[config.mk]
export PLATFORM = sky130hd
export DESIGN_NAME = matmul_seq_ctrl
export DESIGN_NICKNAME = d
export VERILOG_FILES = /design/src/rtl/matmul_seq_ctrl.sv
export SDC_FILE = /design/constraint.sdc
export NUM_CORES = 1
export LEC_CHECK = 0
export CORE_MARGIN = 1
export CORE_UTILIZATION = 52
export CTS_BUF_LIST = sky130_fd_sc_hd__clkbuf_4
export DETAILED_ROUTE_END_ITERATION = 6
export GPL_ROUTABILITY_DRIVEN = 0
export GPL_TIMING_DRIVEN = 0
export PLACE_DENSITY_LB_ADDON = 0.08
export SYNTH_ARGS = -nofsm -noshare
export SYNTH_HDL_FRONTEND = slang
export SYNTH_SLANG_ARGS = --single-unit
[constraint.sdc]
create_clock -name i_clock -period 2.4 [get_ports i_clock]
set_input_delay 0.36 -clock i_clock [delete_from_list [all_inputs] [get_ports i_clock]]
set_output_delay 0.36 -clock i_clock [all_outputs]
set_load 0.005 [all_outputs]
[src/rtl/matmul_seq_ctrl.sv]
// matmul_seq_ctrl: sequencing controller for a matrix-multiply datapath (C = A*B).
// Walks C[r][c] in row-major order; for each element it clears the accumulator,
// issues INNER multiply-accumulates and then one store.
//
// Ports
//   i_clock          rising-edge clock
//   i_reset          asynchronous active-high reset
//   i_start          begin a multiply (sampled only in IDLE)
//   i_operand_valid  A/B operands valid on the datapath this cycle
//   i_store_ready    result sink accepts a write this cycle
//   o_busy           high in every state except IDLE
//   o_clear_acc      zero the accumulator (CLEAR)
//   o_mac_en         accumulate A[row][k]*B[k][col]
//   o_store          write accumulator to C[row][col]
//   o_row_idx        current output row
//   o_col_idx        current output column
//   o_k_idx          current inner-product term
//   o_done           one-cycle pulse when the matrix is complete
module matmul_seq_ctrl #(
  parameter int unsigned ROWS  = 2,
  parameter int unsigned COLS  = 2,
  parameter int unsigned INNER = 2,
  parameter int unsigned IDX_W = 4
) (
  input  logic             i_clock,
  input  logic             i_reset,
  input  logic             i_start,
  input  logic             i_operand_valid,
  input  logic             i_store_ready,
  output logic             o_busy,
  output logic             o_clear_acc,
  output logic             o_mac_en,
  output logic             o_store,
  output logic [IDX_W-1:0] o_row_idx,
  output logic [IDX_W-1:0] o_col_idx,
  output logic [IDX_W-1:0] o_k_idx,
  output logic             o_done
);

  localparam logic [IDX_W-1:0] ROW_LAST = IDX_W'(ROWS - 1);
  localparam logic [IDX_W-1:0] COL_LAST = IDX_W'(COLS - 1);
  localparam logic [IDX_W-1:0] K_LAST   = IDX_W'(INNER - 1);

  typedef enum logic [2:0] {
    S_IDLE  = 3'd0,
    S_CLEAR = 3'd1,
    S_MAC   = 3'd2,
    S_STORE = 3'd3,
    S_DONE  = 3'd4
  } state_t;

  state_t           r_state;
  state_t           w_state_nxt;
  logic [IDX_W-1:0] r_row;
  logic [IDX_W-1:0] r_col;
  logic [IDX_W-1:0] r_k;
  logic [IDX_W-1:0] w_row_nxt;
  logic [IDX_W-1:0] w_col_nxt;
  logic [IDX_W-1:0] w_k_nxt;
  logic             r_busy;
  logic             r_clear;
  logic             r_mac_phase;
  logic             r_store;
  logic             r_done;
  logic             w_last_col;
  logic             w_last_row;

  assign w_last_col = (r_col == COL_LAST);
  assign w_last_row = (r_row == ROW_LAST);

  // Next-state and index update
  always_comb begin
    w_state_nxt = r_state;
    w_row_nxt   = r_row;
    w_col_nxt   = r_col;
    w_k_nxt     = r_k;
    case (r_state)
      S_IDLE: begin
        w_row_nxt = '0;
        w_col_nxt = '0;
        w_k_nxt   = '0;
        if (i_start) w_state_nxt = S_CLEAR;
      end
      S_CLEAR: begin
        w_k_nxt     = '0;
        w_state_nxt = S_MAC;
      end
      S_MAC: begin
        if (i_operand_valid) begin
          if (r_k == K_LAST) w_state_nxt = S_STORE;
          else               w_k_nxt     = r_k + IDX_W'(1);
        end
      end
      S_STORE: begin
        if (i_store_ready) begin
          if (w_last_col) begin
            if (w_last_row) begin
              w_state_nxt = S_DONE;
            end else begin
              w_col_nxt   = '0;
              w_row_nxt   = r_row + IDX_W'(1);
              w_state_nxt = S_CLEAR;
            end
          end else begin
            w_col_nxt   = r_col + IDX_W'(1);
            w_state_nxt = S_CLEAR;
          end
        end
      end
      S_DONE: begin
        w_row_nxt   = '0;
        w_col_nxt   = '0;
        w_k_nxt     = '0;
        w_state_nxt = S_IDLE;
      end
      default: begin
        w_row_nxt   = '0;
        w_col_nxt   = '0;
        w_k_nxt     = '0;
        w_state_nxt = S_IDLE;
      end
    endcase
  end

  // State, indices and state-decoded flags; flags are decoded from the next state
  // so they line up with the state register
  always_ff @(posedge i_clock or posedge i_reset) begin
    if (i_reset) begin
      r_state     <= S_IDLE;
      r_row       <= '0;
      r_col       <= '0;
      r_k         <= '0;
      r_busy      <= 1'b0;
      r_clear     <= 1'b0;
      r_mac_phase <= 1'b0;
      r_store     <= 1'b0;
      r_done      <= 1'b0;
    end else begin
      r_state     <= w_state_nxt;
      r_row       <= w_row_nxt;
      r_col       <= w_col_nxt;
      r_k         <= w_k_nxt;
      r_busy      <= (w_state_nxt != S_IDLE);
      r_clear     <= (w_state_nxt == S_CLEAR);
      r_mac_phase <= (w_state_nxt == S_MAC);
      r_store     <= (w_state_nxt == S_STORE);
      r_done      <= (w_state_nxt == S_DONE);
    end
  end

  assign o_busy      = r_busy;
  assign o_clear_acc = r_clear;
  // mac_en is qualified by the operand handshake so the datapath accumulates
  // only in cycles where the operands are actually present
  assign o_mac_en    = r_mac_phase & i_operand_valid;
  assign o_store     = r_store;
  assign o_done      = r_done;
  assign o_row_idx   = r_row;
  assign o_col_idx   = r_col;
  assign o_k_idx     = r_k;

endmodule

Word level (Yosys, flattened, before mapping)
Cells that the tools add are included.
{ "totals": {"word_cells": 55, "inputBits": 5, "reg_bits": 20} }
{ "classes": {"bitwise_logic": 3, "n_eq_ne": 16, "muxes": 18, "add_sub_neg": 3, "n_reduce_logical": 6} }
{ "ops": {"columns": ["operator", "n"], "rows": [
  ["$mux 4", 8],
  ["$pmux 4 s2", 3],
  ["$mux 3", 6],
  ["$add 4x1->4 const B", 3],
  ["$eq 3x2->1 const B", 4],
  ["$eq 4x1->1 const B", 3],
  ["$pmux 3 s4", 1],
  ["$ne 2x2->1 const B", 5],
  ["$eq 3x1->1 const B", 2],
  ["$reduce_and 3->1", 2],
  ["$reduce_and 4->1", 1],
  ["$eq 3x3->1 const B", 1],
  ["$logic_not 3->1", 1],
  ["$ne 3x3->1 const B", 1],
  ["$reduce_bool 3->1", 1],
  ["$not 1->1", 2],
  ["$reduce_or 2->1", 1],
  ["$and 1x1->1", 1]
]} }

Longest topological paths before layout
Gate-level depths: netlist (run 1).
{ "logic_depth": {"depth_word": 6, "mapped_depth": 7, "depth_no_buf": 6} }

Worst setup path before layout (run 1)
No wires, ideal clock.
{ "synth_path": {"path_kind": "register to register", "start": "reg r_col[1] (netlist: o_col_idx[1])", "end": "reg r_row[0] (netlist: o_row_idx[0])", "slack_ns": 0.548, "stages_incl_launch_ff": 7, "n_path_buf": 0, "required_ns": 2.275, "synth_period_minus_slack_ns": 1.852, "arrival_ns": 1.727, "cell_sequence": "dfrtp_1 inv_1 ha_1 nor3b_1 nor2_2 a211oi_4 mux2_2"} }
{ "synth_between": {"elab_chain_len": 3} }
{ "synth_lines": {"columns": ["element", "line", "rtl"], "rows": [
  ["start: declaration", "55", "logic [IDX_W-1:0] r_col;"],
  ["start signal: assignment", "141", "r_col <= w_col_nxt;"],
  ["$eq 4x1->1", "68", "assign w_last_col = (r_col == COL_LAST);"],
  ["$ne 2x2->1 (no source line)", null, null],
  ["$reduce_and 4->1 (no source line)", null, null],
  ["end signal: assignment", "140", "r_row <= w_row_nxt;"],
  ["end: declaration", "54", "logic [IDX_W-1:0] r_row;"]
]} }
No other way between the ends.
A chain may end at the register's enable or synchronous reset.

Final worst setup path (run 1)
{ "layout_path": {"start": "reg r_col[1] (netlist: o_col_idx[1])", "end": "reg r_row[1] (netlist: o_row_idx[1])"} }
The elaborated chain is that of the path after synthesis.

==> impl_metrics.toml, run 1 <==
[clock_tree]
ctsHtreeMaxLevel = 1
tritoncts = "yes"
clock_sinks = 20
clk_pin_slew_ns = 0.12
clk_path_buf_depth = 2
clk_latency_ns = 0.31
post_cts_buffers = 0
cts-buffers-inserted = 3
root_buffer = "clkbuf_4"
cts_resized = 0
ctsHoldBuffers = 0

[worst_setup_path]
cp-end-kind = "flip-flop"
crit_arrival_ns = 2.36
rrSetupSlack_ns = 0.24
rr_startpoint = "o_col_idx[1]"
critPathMaxFanout = 5
crit_required_ns = 2.60
max_stage_delay_ns = 0.49
startpoint_type = "flip-flop"
slowest_stage = "nor3b_1"
crit_type = "flip-flop to flip-flop"
r2r-end = "o_row_idx[1]"
worstPathCellList = "inv_1 > ha_1 > nor3b_1 > nor2_2 > a211oi_4 > mux2_2"
rr_worst_depth = 6

[yosys]
synth_seq_cells = 20
synthCells = 95
async_flop_share_pct = 100
ys_seq_area_share_pct = 47.3
syn_area_per_cell_sq_um = 11.1
synth_cell_types = 35
yosys_warnings = 0
syn_nets = 106
synth_area_sq_um = 1060
synth_ff_type = "dfrtp_1"
synth-edff-count = 0

[outcome]
status = "completed"

[run]
cap_viol_max_count = 0

[power_and_ir_drop]
total_leakage_power_nw = 0.585
p_switching_mw = 0.548
combPwrFrac_pct = 46.4
pwr-share-clk_pct = 18.5
sequentialPowerShare_pct = 35.0
total_power_mw = 1.50
power.density_nw_per_um2 = 1110
swShare_pct = 36.5
peakVddDrop_uv = 750
internal-power_mw = 0.952

[timing]
tns_ns = 0
hold_viol = 0
period_needed_ns = 2.16
drv_slew = 0
rsz0062_at_grt = "no"
worstMarginPinSlew_ns = 0.757
period_share_pct = 89.9
setup_ws_ns = 0.241
fin_skew_ns = 0.0110
setup_viol = 0
relSlewSlack_pct = 49.5
max_freq_mhz = 463

[placed_design]
dpl.hpwl_um = 1490
port_buffers = 21
pre_cts_slack_ns = 0.265

[global_routing]
grt_max_degree = 21
met3_usage_pct = 8.08
first_global_vias = 732
grt.met1_usage_pct = 28.1
grt_overflow = 0
antenna_found_initial = 0
grt.total_usage_pct = 22.9
grt_pass1_wl_um = 3420
globalRouteMet2Util_pct = 37.8
busiest_layer = "met2"

[floorplanning]
pin_count = 22
core_area_sq_um = 1820
die_area_sq_um = 2220
num_rows = 15
chipWidth_um = 47.1
start_util_pct = 58.1
fp.dieH_um = 47.1

[drt]
ant_nets = 0
avgRoutedWirePerCell_um = 13.8
drc = 0
drt-initial-drc-count = 13
vias_per_cell = 5.34
vias = 775
dr.pass1.iters = 4
wirelength_um = 2000

[cells_and_area]
nets = 132
final_common_cell = "clkdlybuf4s50_1"
nFillCells = 152
multi_input_area_sq_um = 519
area_delta_synth_final_pct = 27.8
drive_gt1_share_pct = 11.7
regArea_sq_um = 500
final_cell_mix = "21 x clkdlybuf4s50_1, 20 x dfrtp_1, 11 x nor2_1"
diodes = 0

[worst_hold_path]
hold_path.class = "primary input to asynchronous set/reset pin"
[state kept, by name, indices dropped and copies added (netlist names)]
signal and cells:
o_done 1, o_busy 1, o_clear_acc 1, o_col_idx 4, r_state 3, o_row_idx 4, o_k_idx 4, r_mac_phase 1
o_store 1
[kinds of logic after synthesis]
| kind of cell | after synthesis | share of synthesized area (%) |
|---|---|---|
| XOR/XNOR | 4 | 3.31 |
| AND/OR/NAND/NOR | 37 | 20.5 |
| multiplexers | 3 | 3.08 |
| flip-flops | 20 | 47.3 |
| adder cells (fa/ha/maj) | 6 | 7.10 |
| buffers and inverters | 8 | 3.55 |
| AO/OA/AOI/OAI | 17 | 15.1 |
[metrics by stage]
step | std cells | utilization (%) | area (sq um) | hold slack [ns]
after floorplan | 95 | - | 1060 | 0.324
after CTS | 145 | 74.2 | 1350 | 0.482
final | 145 | 74.2 | 1350 | 0.463
after detailed placement | 141 | 71.3 | 1300 | 0.568
after global placement | 141 | 71.3 | 1300 | 0.548
after global routing | 145 | 74.2 | 1350 | 0.546
[critical path, delay by kind of cell, from the launching register on]
family          cells  cell delay, ns
simple gates        2            0.68
flops               1            0.44
mux                 1            0.38
compound gates      1            0.35
fa+ha+maj           1            0.13
buf+inv             1            0.07
[how the worst max path moves through the flow]
stage                            start           end  cells after the start
final                     o_col_idx[1]  o_row_idx[1]                      6
after CTS                 o_col_idx[0]  o_row_idx[1]                      5
after floorplan           o_col_idx[1]  o_row_idx[0]                      6
after global placement    o_col_idx[1]  o_row_idx[1]                      6
after global routing      o_col_idx[1]  o_row_idx[1]                      6
after detailed placement  o_col_idx[1]  o_row_idx[1]                      6
[synth_stat cells (2+ instances only)]
cell type / number / area (sq um)
dfrtp_1: 20 / 500
nor2_1: 11 / 41.3
ha_1: 6 / 75.1
inv_1: 5 / 18.8
and2_1: 4 / 25.0
o21ai_0: 4 / 20.0
a21oi_1: 3 / 15.0
and3b_1: 3 / 26.3
nand3_1: 3 / 15.0
nor2b_1: 3 / 18.8
nor3b_1: 3 / 22.5
xnor2_1: 3 / 26.3
clkbuf_1: 2 / 7.51
mux2_2: 2 / 22.5
o41ai_1: 2 / 17.5
or4_1: 2 / 15.0
[layer usage]
layer / up-vias / routed length [um]
met5: - / 0
met4: 0 / 4
met3: 2 / 71
met2: 16 / 996
met1: 371 / 922
li1: 386 / -
[power groups by stage]
stage	Clock [mW]	Combinational, mW	Sequential, mW
after floorplan	0	0.456	0.523
after global placement	0	0.675	0.530
after detailed placement	0	0.700	0.531
after CTS	0.284	0.706	0.526
after global routing	0.302	0.771	0.544
final	0.278	0.697	0.525
[final cells by class]
| type | count | share of cell area (%) |
|---|---|---|
| sequential | 20 | 37.0 |
| inverter | 5 | 1.39 |
| buffer | 3 | 1.39 |
| clock inverter | 1 | 2.22 |
| tap | 25 | 2.31 |
| multi-input combinational | 67 | 38.4 |
| timing repair buffer | 21 | 15.6 |
| clock buffer | 3 | 1.67 |
No activity file was read; power rests on OpenSTA's default activity.
==> inputs of run 2 (changes only) <==
--- a/config.mk
+++ b/config.mk
@@ -5,6 +5,7 @@
 export SDC_FILE = /design/constraint.sdc
 export NUM_CORES = 1
 export LEC_CHECK = 0
+export CAP_MARGIN = 20
 export CORE_MARGIN = 1
 export CORE_UTILIZATION = 52
 export CTS_BUF_LIST = sky130_fd_sc_hd__clkbuf_4
==> results of run 2 <==
The final DEF is identical to that of run 1; final timing and power are the same.
==> inputs of run 3 (changes only) <==
--- a/config.mk
+++ b/config.mk
@@ -7,9 +7,11 @@
 export LEC_CHECK = 0
 export CAP_MARGIN = 20
 export CORE_MARGIN = 1
-export CORE_UTILIZATION = 52
+export CORE_UTILIZATION = 58
 export CTS_BUF_LIST = sky130_fd_sc_hd__clkbuf_4
+export CTS_CLUSTER_SIZE = 24
 export DETAILED_ROUTE_END_ITERATION = 6
+export DONT_BUFFER_PORTS = 1
 export GPL_ROUTABILITY_DRIVEN = 0
 export GPL_TIMING_DRIVEN = 0
 export PLACE_DENSITY_LB_ADDON = 0.08
==> constraint.sdc (replaced) <==
create_clock -name i_clock -period 1.9 [get_ports i_clock]
set_input_delay 0.285 -clock i_clock [delete_from_list [all_inputs] [get_ports i_clock]]
set_output_delay 0.285 -clock i_clock [all_outputs]
set_load 0.005 [all_outputs]
==> impl_metrics.toml, run 3 (synthesis results as in run 1) <==
[cells_and_area]
diodes = 0
area_delta_synth_final_pct = 7.81
nets = 110
final_util_pct = 66.7
drive_gt1_share_pct = 18.4
fin_area_sq_um = 1140
final_cell_mix = "18 x dfrtp_1, 11 x nor2_1, 6 x ha_1"
final_common_cell = "dfrtp_1"

[global_routing]
grt_pass1_wl_um = 2820
grt_overflow = 0
grt_max_degree = 21
grt.total_usage_pct = 19.8
antenna_found_initial = 0
first_global_vias = 652

[timing]
period_needed_ns = 1.84
worstMarginPinSlew_ns = 0.724
whs_ns = -0.0248
hold_viol = 20
fin_skew_ns = 0.00703
setup_ws_ns = 0.0603
setup_viol = 0
drv_slew = 0
period_share_pct = 96.8
max_freq_mhz = 544
tns_ns = 0
relSlewSlack_pct = 51.7

[floorplanning]
die_area_sq_um = 2000
chipWidth_um = 44.7
num_rows = 15
core_area_sq_um = 1710
pin_count = 22
fp.dieH_um = 44.7
start_util_pct = 61.9

[drt]
drc = 0
ant_nets = 0
avgRoutedWirePerCell_um = 14.9
wirelength_um = 1830
dr.pass1.iters = 4
vias = 704
drt-initial-drc-count = 12
vias_per_cell = 5.72

[clock_tree]
post_cts_buffers = 0
clk_path_buf_depth = 2
tritoncts = "yes"
clk_latency_ns = 0.30
ctsHoldBuffers = 0
cts-buffers-inserted = 3
clk_pin_slew_ns = 0.11
ctsHtreeMaxLevel = 1
root_buffer = "clkbuf_4"
clock_sinks = 20

[power_and_ir_drop]
total_leakage_power_nw = 0.498
peakVddDrop_uv = 823
power.density_nw_per_um2 = 1420

[outcome]
violations = "negative hold slack"
status = "finished with violations"

[worst_setup_path]
crit_required_ns = 2.09
startpoint_type = "flip-flop"
critPathMaxFanout = 5
rr_worst_depth = 6
crit_arrival_ns = 2.03
crit_type = "flip-flop to flip-flop"
cp-end-kind = "flip-flop"

[placed_design]
dpl.hpwl_um = 1280
detailed_place.area_sq_um = 1090
port_buffers = 0
pre_cts_slack_ns = -0.186

[worst_hold_path]
hold_path.class = "primary input to asynchronous set/reset pin"

[run]
cap_viol_max_count = 0
==> run 3: changes by cell type in the layout (fill, tap and decap cells not counted), moves of 2 or more <==
cell,previous run,this run
dfrtp_1,20,18
dfrtp_2,0,2
nor3b_4,0,2
clkdlybuf4s50_1,21,0
nor3b_1,3,1
==> run 3: path summary, 6_finish.rpt <==
kind	end	from	slack, ns
setup reg to reg	o_row_idx[1]	o_col_idx[1]	0.06
max in group asynchronous	o_row_idx[0]	i_reset	1.42
setup / recovery	o_row_idx[1]	o_col_idx[1]	0.06
hold / removal	r_state[0]	i_reset	-0.02
min in group i_clock	r_state[2]	i_store_ready	0.10
hold reg to reg	r_state[0]	r_state[2]	0.58
==> run 3: worst max-delay path, cell delays in order, from the launching register on <==
cell and delay, ns:
dfrtp_2 0.45, inv_1 0.06, ha_1 0.14, nor3b_4 0.27, nor2_2 0.13, a211oi_4 0.30, mux2_2 0.37
==> run 3: through the flow <==
stage	power (mW)	instances
after CTS	1.58	124
after detailed placement	1.37	120
after global placement	1.35	120
after global routing	1.74	123
after floorplan	1.24	95
final	1.62	123
==> run 3: area by class of cell <==
type / instances / area [sq um]
well taps: 25 / 31.3
clock buffers: 3 / 22.5
multi-input cells: 67 / 546
inverters: 5 / 18.8
clock inverters: 1 / 3.75
flip-flops and latches: 20 / 503
plain buffers: 2 / 15.0
fillers: 139 / 568
==> run 3: layer usage <==
layer / track usage, % / wire length [um] / up-vias
met5: 0 / 0 / -
met4: 9.09 / 37 / 0
met3: 4.80 / 96 / 5
met2: 31.2 / 895 / 21
met1: 25.9 / 802 / 337
li1: - / - / 341
==> run 3: timing repair <==
item	4_1_cts	5_1_grt
resized for setup	2	5
setup endpoints to repair	14	6
pin swaps	0	1
==> run 3: power breakdown <==
group / leakage, nW / total (mW) / internal [mW] / switching [mW]
registers: 0.257 / 0.694 / 0.545 / 0.149
clock network: 0.0154 / 0.201 / 0.0767 / 0.124
logic: 0.226 / 0.726 / 0.333 / 0.394
total: 0.498 / 1.62 / 0.954 / 0.667
